`config.mk`:
```
export PLATFORM = sky130hd
export DESIGN_NAME = uart_rx_os
export DESIGN_NICKNAME = d
export VERILOG_FILES = /design/src/rtl/uart_rx_os.sv
export SDC_FILE = /design/constraint.sdc
export NUM_CORES = 1
export LEC_CHECK = 0
export ABC_CLOCK_PERIOD_IN_PS = 1800
export CAP_MARGIN = 20
export CORE_ASPECT_RATIO = 1.75
export CORE_MARGIN = 2
export CORE_UTILIZATION = 55
export CTS_CLUSTER_DIAMETER = 40
export DETAILED_ROUTE_END_ITERATION = 10
export HOLD_SLACK_MARGIN = 0.15
export MAX_ROUTING_LAYER = met4
export PLACE_DENSITY = 0.77
export SETUP_SLACK_MARGIN = 0.15
export SLEW_MARGIN = 15
export SYNTH_ARGS = -nofsm -noshare
export SYNTH_HDL_FRONTEND = slang
export SYNTH_SLANG_ARGS = --single-unit
export TNS_END_PERCENT = 50
```
`constraint.sdc`:
```
create_clock -name clk -period 1.8 [get_ports clk]
set_clock_uncertainty 0.1 [all_clocks]
set_input_delay 0.27 -clock clk [delete_from_list [all_inputs] [get_ports clk]]
set_output_delay 0.27 -clock clk [all_outputs]
set_load 0.05 [all_outputs]
```
`src/rtl/uart_rx_os.sv`:
```
// Oversampling 8N1 UART receiver: mid-bit sampling off a clock-enable baud tick, valid/ready byte output.
// Optional even-parity bit and parity_err port when UART_RX_PARITY_EN is defined.
module uart_rx_os #(
  parameter int CLK_FREQ   = 1000000,
  parameter int BAUD_RATE  = 9600,
  parameter int OVERSAMPLE = 16
) (
  input  logic       clk,
  input  logic       rst,
  input  logic       rx,
  output logic [7:0] dout,
  output logic       dout_valid,
  input  logic       dout_ready,
  output logic       frame_err,
  output logic       overrun
`ifdef UART_RX_PARITY_EN
  ,
  output logic       parity_err
`endif
);

  localparam int DIV_RAW = CLK_FREQ / (BAUD_RATE * OVERSAMPLE);
  localparam int DIV     = (DIV_RAW < 1) ? 1 : DIV_RAW;
  localparam int CW      = (DIV > 1) ? $clog2(DIV) : 1;
  localparam int SCW     = $clog2(OVERSAMPLE);
  localparam logic [CW-1:0]  CNT_LAST = CW'(DIV - 1);
  localparam logic [SCW-1:0] SC_HALF  = SCW'(OVERSAMPLE / 2 - 1);
  localparam logic [SCW-1:0] SC_LAST  = SCW'(OVERSAMPLE - 1);

  typedef enum logic [2:0] {
    S_IDLE, S_START, S_DATA, S_PARITY, S_STOP, S_WAIT_HI
  } state_t;

  state_t         state, state_nxt;
  logic           rx_meta, rxs;
  logic [CW-1:0]  cnt;
  logic           tick;
  logic [SCW-1:0] sc;
  logic [2:0]     idx;
  logic [7:0]     shift;
  logic           par_bad;
  logic           at_last, bit_take, stop_take, byte_ok, stop_bad;

  always_ff @(posedge clk) begin
    if (rst) begin
      rx_meta <= 1'b1;
      rxs     <= 1'b1;
    end else begin
      rx_meta <= rx;
      rxs     <= rx_meta;
    end
  end

  // Free-running divider; never re-phased by the line.
  always_ff @(posedge clk) begin
    if (rst || cnt == CNT_LAST) cnt <= '0;
    else                        cnt <= cnt + 1'b1;
  end
  assign tick = (cnt == CNT_LAST);

  always_ff @(posedge clk) begin
    if (rst) state <= S_IDLE;
    else     state <= state_nxt;
  end

  always_comb begin
    state_nxt = state;
    case (state)
      S_IDLE:    if (tick && !rxs) state_nxt = S_START;
      S_START:   if (tick && sc == SC_HALF) state_nxt = rxs ? S_IDLE : S_DATA;
      S_DATA:
        if (tick && sc == SC_LAST && idx == 3'd7) begin
`ifdef UART_RX_PARITY_EN
          state_nxt = S_PARITY;
`else
          state_nxt = S_STOP;
`endif
        end
      S_PARITY:  if (tick && sc == SC_LAST) state_nxt = S_STOP;
      S_STOP:    if (tick && sc == SC_LAST) state_nxt = rxs ? S_IDLE : S_WAIT_HI;
      // A held-low line (break) must not be read as a stream of 0x00 bytes.
      S_WAIT_HI: if (tick && rxs) state_nxt = S_IDLE;
      default:   state_nxt = S_IDLE;
    endcase
  end

  always_comb begin
    at_last   = tick && (sc == SC_LAST);
    bit_take  = (state == S_DATA) && at_last;
    stop_take = (state == S_STOP) && at_last;
    byte_ok   = stop_take && rxs && !par_bad;
    stop_bad  = stop_take && !rxs;
  end

  always_ff @(posedge clk) begin
    if (rst) begin
      sc    <= '0;
      idx   <= '0;
      shift <= '0;
    end else begin
      if (state == S_IDLE || state_nxt != state || bit_take) sc <= '0;
      else if (tick)                                         sc <= sc + 1'b1;
      if (state == S_START) idx <= '0;
      else if (bit_take)    idx <= idx + 1'b1;
      if (bit_take) shift <= {rxs, shift[7:1]};
    end
  end

`ifdef UART_RX_PARITY_EN
  always_ff @(posedge clk) begin
    if (rst || state == S_START)         par_bad <= 1'b0;
    else if (state == S_PARITY && at_last) par_bad <= rxs ^ (^shift);
  end

  always_ff @(posedge clk) begin
    if (rst) parity_err <= 1'b0;
    else     parity_err <= stop_take && par_bad;
  end
`else
  assign par_bad = 1'b0;
`endif

  always_ff @(posedge clk) begin
    if (rst) begin
      dout       <= '0;
      dout_valid <= 1'b0;
      frame_err  <= 1'b0;
      overrun    <= 1'b0;
    end else begin
      frame_err <= stop_bad;
      overrun   <= byte_ok && dout_valid && !dout_ready;
      if (byte_ok && (!dout_valid || dout_ready)) begin
        dout       <= shift;
        dout_valid <= 1'b1;
      end else if (dout_valid && dout_ready) begin
        dout_valid <= 1'b0;
      end
    end
  end

endmodule
```
==> results_dict.tcl <==
set metrics [dict create \
    placeableCoreArea_sq_um 2690 \
    timing.critical_path.cells "inv_2, ha_4, and4_4, o31a_1, o22a_1, nor3b_2" \
    cp-startpoint "cnt[1]" \
    comb_power_share_pct 4.4 \
    tritoncts_clock_tree "done" \
    syn-instance-count 166 \
    class_of_the_worst_hold_path "reg -> reg" \
    vias_per_cell 6.043 \
    dp_hpwl_microns 2287 \
    post_detailed_route_count_of_antenna_violating_nets 0 \
    die_extent_in_y_microns 73.84 \
    worst_ep_required_time_ns 1.90 \
    fmaxAchievable_mhz 622.0 \
    post_route_cells_drive_above_1_share_pct 27.32 \
    grt_pass1_wl_microns 5050 \
    met1_usage_pct 22.50 \
    postSynth.asyncResetShare_pct 0 \
    rsz_0062_raised_after_global_routing "true" \
    synth.most_common_cell "sky130_fd_sc_hd__dfxtp_1" \
    timing.final.max_slew_violations 0 \
    vias 1269 \
    ys.flop_type "sky130_fd_sc_hd__dfxtp_1" \
    number_of_antenna_violations_at_the_first_check_in_global_routing 0 \
    critPathSlowestCell "sky130_fd_sc_hd__dfxtp_2" \
    detailedRoute.firstIterationViolations 38 \
    worstMarginPinSlew_ns 0.3737 \
    critPathCaptureType "register" \
    syn_avg_cell_area_sq_um 9.233 \
    synth.top_cell.area_share_pct 44.41 \
    synth_cell_area_sq_um 1533 \
    synth.top_cells.by_area "sky130_fd_sc_hd__dfxtp_1 (44%), sky130_fd_sc_hd__mux2i_1 (7.2%), sky130_fd_sc_hd__a21oi_1 (4.2%)" \
    initial_core_util_pct 56.98 \
    timing.critical_path.from_type "register" \
    cts_inserted_buffers 5 \
    portBuffers 14 \
    gr-total-overflow 0 \
    crit_path_max_incr_delay_ns 0.34 \
    clk_pin_slew_worst_paths_ns 0.07 \
    slew-limit-headroom_pct 75.06 \
    period_needed_ns 1.608 \
    reg2reg_depth 6 \
    router_iterations_before_antenna_repair 4 \
    p_per_area_nw_per_um2 766.2 \
    clock_latency_ns 0.28 \
    die_area_sq_um 3242 \
    vdd.ir_drop.worst_uv 891.7 \
    area.sequential_sq_um 691.9 \
    clock_root_buffer "sky130_fd_sc_hd__clkbuf_8" \
    placement_rows 25 \
    crit-reg2reg-launch "cnt[1]" \
    signal_arrival_time_at_the_worst_endpoint_ns 1.71 \
    h-tree-depth 2 \
    postSynthNetCount 175 \
    power.share.clock_pct 40.5 \
    synth.yosys.seq_area_share_pct 44.41 \
    p_leak_nw 0.7462 \
    gpl.final_weighted_congestion 0.9606 \
    timing_hold_violations_final 0 \
    die_w_microns 43.91 \
    synth-edff-count 0 \
    power.share.switching_pct 21.24 \
    cp_max_fo 6 \
    synth_commonest_cells "sky130_fd_sc_hd__dfxtp_1 (34), sky130_fd_sc_hd__nor2_1 (17), sky130_fd_sc_hd__a21oi_1 (13)" \
    crit-reg2reg-capture "sc[3]" \
    met2_usage_pct 37.58 \
    wl_per_cell_microns 15.01 \
    worst-setup-path-type "reg -> reg" \
    finish.net_count 191 \
    fillCellCount 217 \
    gr-usage-all-layers_pct 21.78 \
    worst-path-buf-inv 1 \
    cp-endpoint "sc[3]" \
    grt_start_max_net_pins 29 \
    flow.area_growth_from_synthesis_pct 18.78 \
    setup_tns_ns 0 \
    yosys_warning_count 0 \
    crit_family "compound AO/OA/AOI/OAI gates" \
    worst_case_register_to_register_setup_slack_ns 0.19 \
    post_synth_num_cell_types 39 \
    post_route_clock_period_utilization_pct 89.31 \
    timing.max_cap.violations 0 \
    first_global_vias 1132 \
    gr-max-usage-layer "met2" \
    ys_ff_latch 34 \
    fin_hold_ws_ns 0.3172 \
    postRouteWirelength_microns 3153 \
    p_int_mw 1.099 \
    multiInputGateArea_sq_um 810.8 \
    sequentialPowerShare_pct 55.1 \
    clock_sink_count 34 \
    netlist.top_cell.by_area "sky130_fd_sc_hd__dfxtp_1" \
    worst-path-stages 6 \
    cts_max_path_buffers 2 \
    drcViolationCount 0 \
    setup_viol_count_final 0 \
    run_status "finished, final reports clean" \
    antenna_cells_inserted 0 \
    netSwitchingPower_uw 296.3 \
    met3_usage_pct 6.143 \
    ioPinCount 15 \
]
worst min path at each step:
| stage | startpoint | endpoint | slack, ns | depth (start not counted) |
|---|---|---|---|---|
| finish | rx_meta | rxs | 0.32 | 1 |
| global route | cnt[0] | cnt[0] | 0.37 | 1 |
| CTS | rx_meta | rxs | 0.32 | 1 |
| detailed placement | rx_meta | rxs | 0.30 | 1 |
| global placement | rx_meta | rxs | 0.29 | 1 |
| floorplan | rx | rx_meta | 0.27 | 1 |
sequential cells by signal (all words and copies together), names as in the netlist:
name        cells
sc              4
cnt             3
shift           8
frame_err       1
overrun         1
state           3
dout_valid      1
idx             3
rx_meta         1
dout            8
rxs             1
area by class of cell:
| type | instances | area share (%) |
|---|---|---|
| multi-input cells | 117 | 44.54 |
| flip-flops and latches | 34 | 38.01 |
| repair buffers | 21 | 9.966 |
| clock buffers | 7 | 4.742 |
| well taps | 27 | 1.856 |
| inverters | 3 | 0.6186 |
| clock inverters | 1 | 0.2749 |
per-stage QoR:
stage	area [sq um]	setup WS, ns	cells	util, %	power, mW
after detailed placement	1657	0.1215	201	61.58	0.8359
after global routing	1821	0.1461	210	67.67	1.447
final	1821	0.1923	210	67.67	1.395
after CTS	1755	0.1592	209	65.26	1.399
after floorplan	1533	0.1631	166	-	0.8149
after global placement	1657	0.1513	201	61.58	0.8331
power groups by stage:
stage	logic [mW]	clock network (mW)	registers, mW
after floorplan	0.0337	0	0.781
after global placement	0.0500	0	0.783
after detailed placement	0.0521	0	0.784
after CTS	0.0533	0.579	0.767
after global routing	0.0708	0.608	0.768
final	0.0615	0.565	0.768
logic make-up (layout without fill, tap and decap cells):
family,after synthesis,in the layout,synth area share (%)
multiplexers,11,11,7.184
XOR/XNOR,4,4,2.286
buffers and inverters,15,32,5.959
AND/OR/NAND/NOR,62,62,21.63
adder cells (fa/ha/maj),5,5,4.082
AO/OA/AOI/OAI,35,35,14.45
flip-flops,34,34,44.41
timing repair:
item                                    4_1_cts  5_1_grt
hold endpoints to repair                      0        0
pin swaps                                     2        6
endpoints found under the setup margin       19       24
buffers inserted                              0        1
hold buffers                                  0        0
resized for setup                             4       17
metal layers:
| metal | wire, microns | up-vias | part of all wire (%) |
|---|---|---|---|
| met5 | 0 | - | 0 |
| met4 | 88 | 0 | 2.8 |
| met3 | 140 | 10 | 4.4 |
| met2 | 1733 | 41 | 55 |
| met1 | 1190 | 597 | 38 |
| li1 | - | 621 | - |
cell usage in the layout (no fill, tap or decap), types with 2 or more instances in the layout:
cell                              synthesis  layout
sky130_fd_sc_hd__dfxtp_1                 34      27
sky130_fd_sc_hd__nor2_1                  17      17
sky130_fd_sc_hd__buf_4                    2      16
sky130_fd_sc_hd__a21oi_1                 13      13
sky130_fd_sc_hd__mux2i_1                 11      10
sky130_fd_sc_hd__o21ai_1                  9       9
sky130_fd_sc_hd__nor3_1                  10       9
sky130_fd_sc_hd__nand3_1                  9       8
sky130_fd_sc_hd__clkbuf_8                 0       6
sky130_fd_sc_hd__dfxtp_2                  0       6
sky130_fd_sc_hd__nand4_1                  5       5
sky130_fd_sc_hd__nand2_1                  6       5
sky130_fd_sc_hd__a21o_1                   3       3
sky130_fd_sc_hd__ha_1                     5       3
sky130_fd_sc_hd__clkdlybuf4s50_1          0       3
sky130_fd_sc_hd__or2_2                    2       2
sky130_fd_sc_hd__inv_1                    3       2
sky130_fd_sc_hd__xnor2_1                  2       2
sky130_fd_sc_hd__a2bb2oi_1                2       2
sky130_fd_sc_hd__xor2_1                   2       2
sky130_fd_sc_hd__ha_4                     0       2
(Power assumes the default switching activity.)
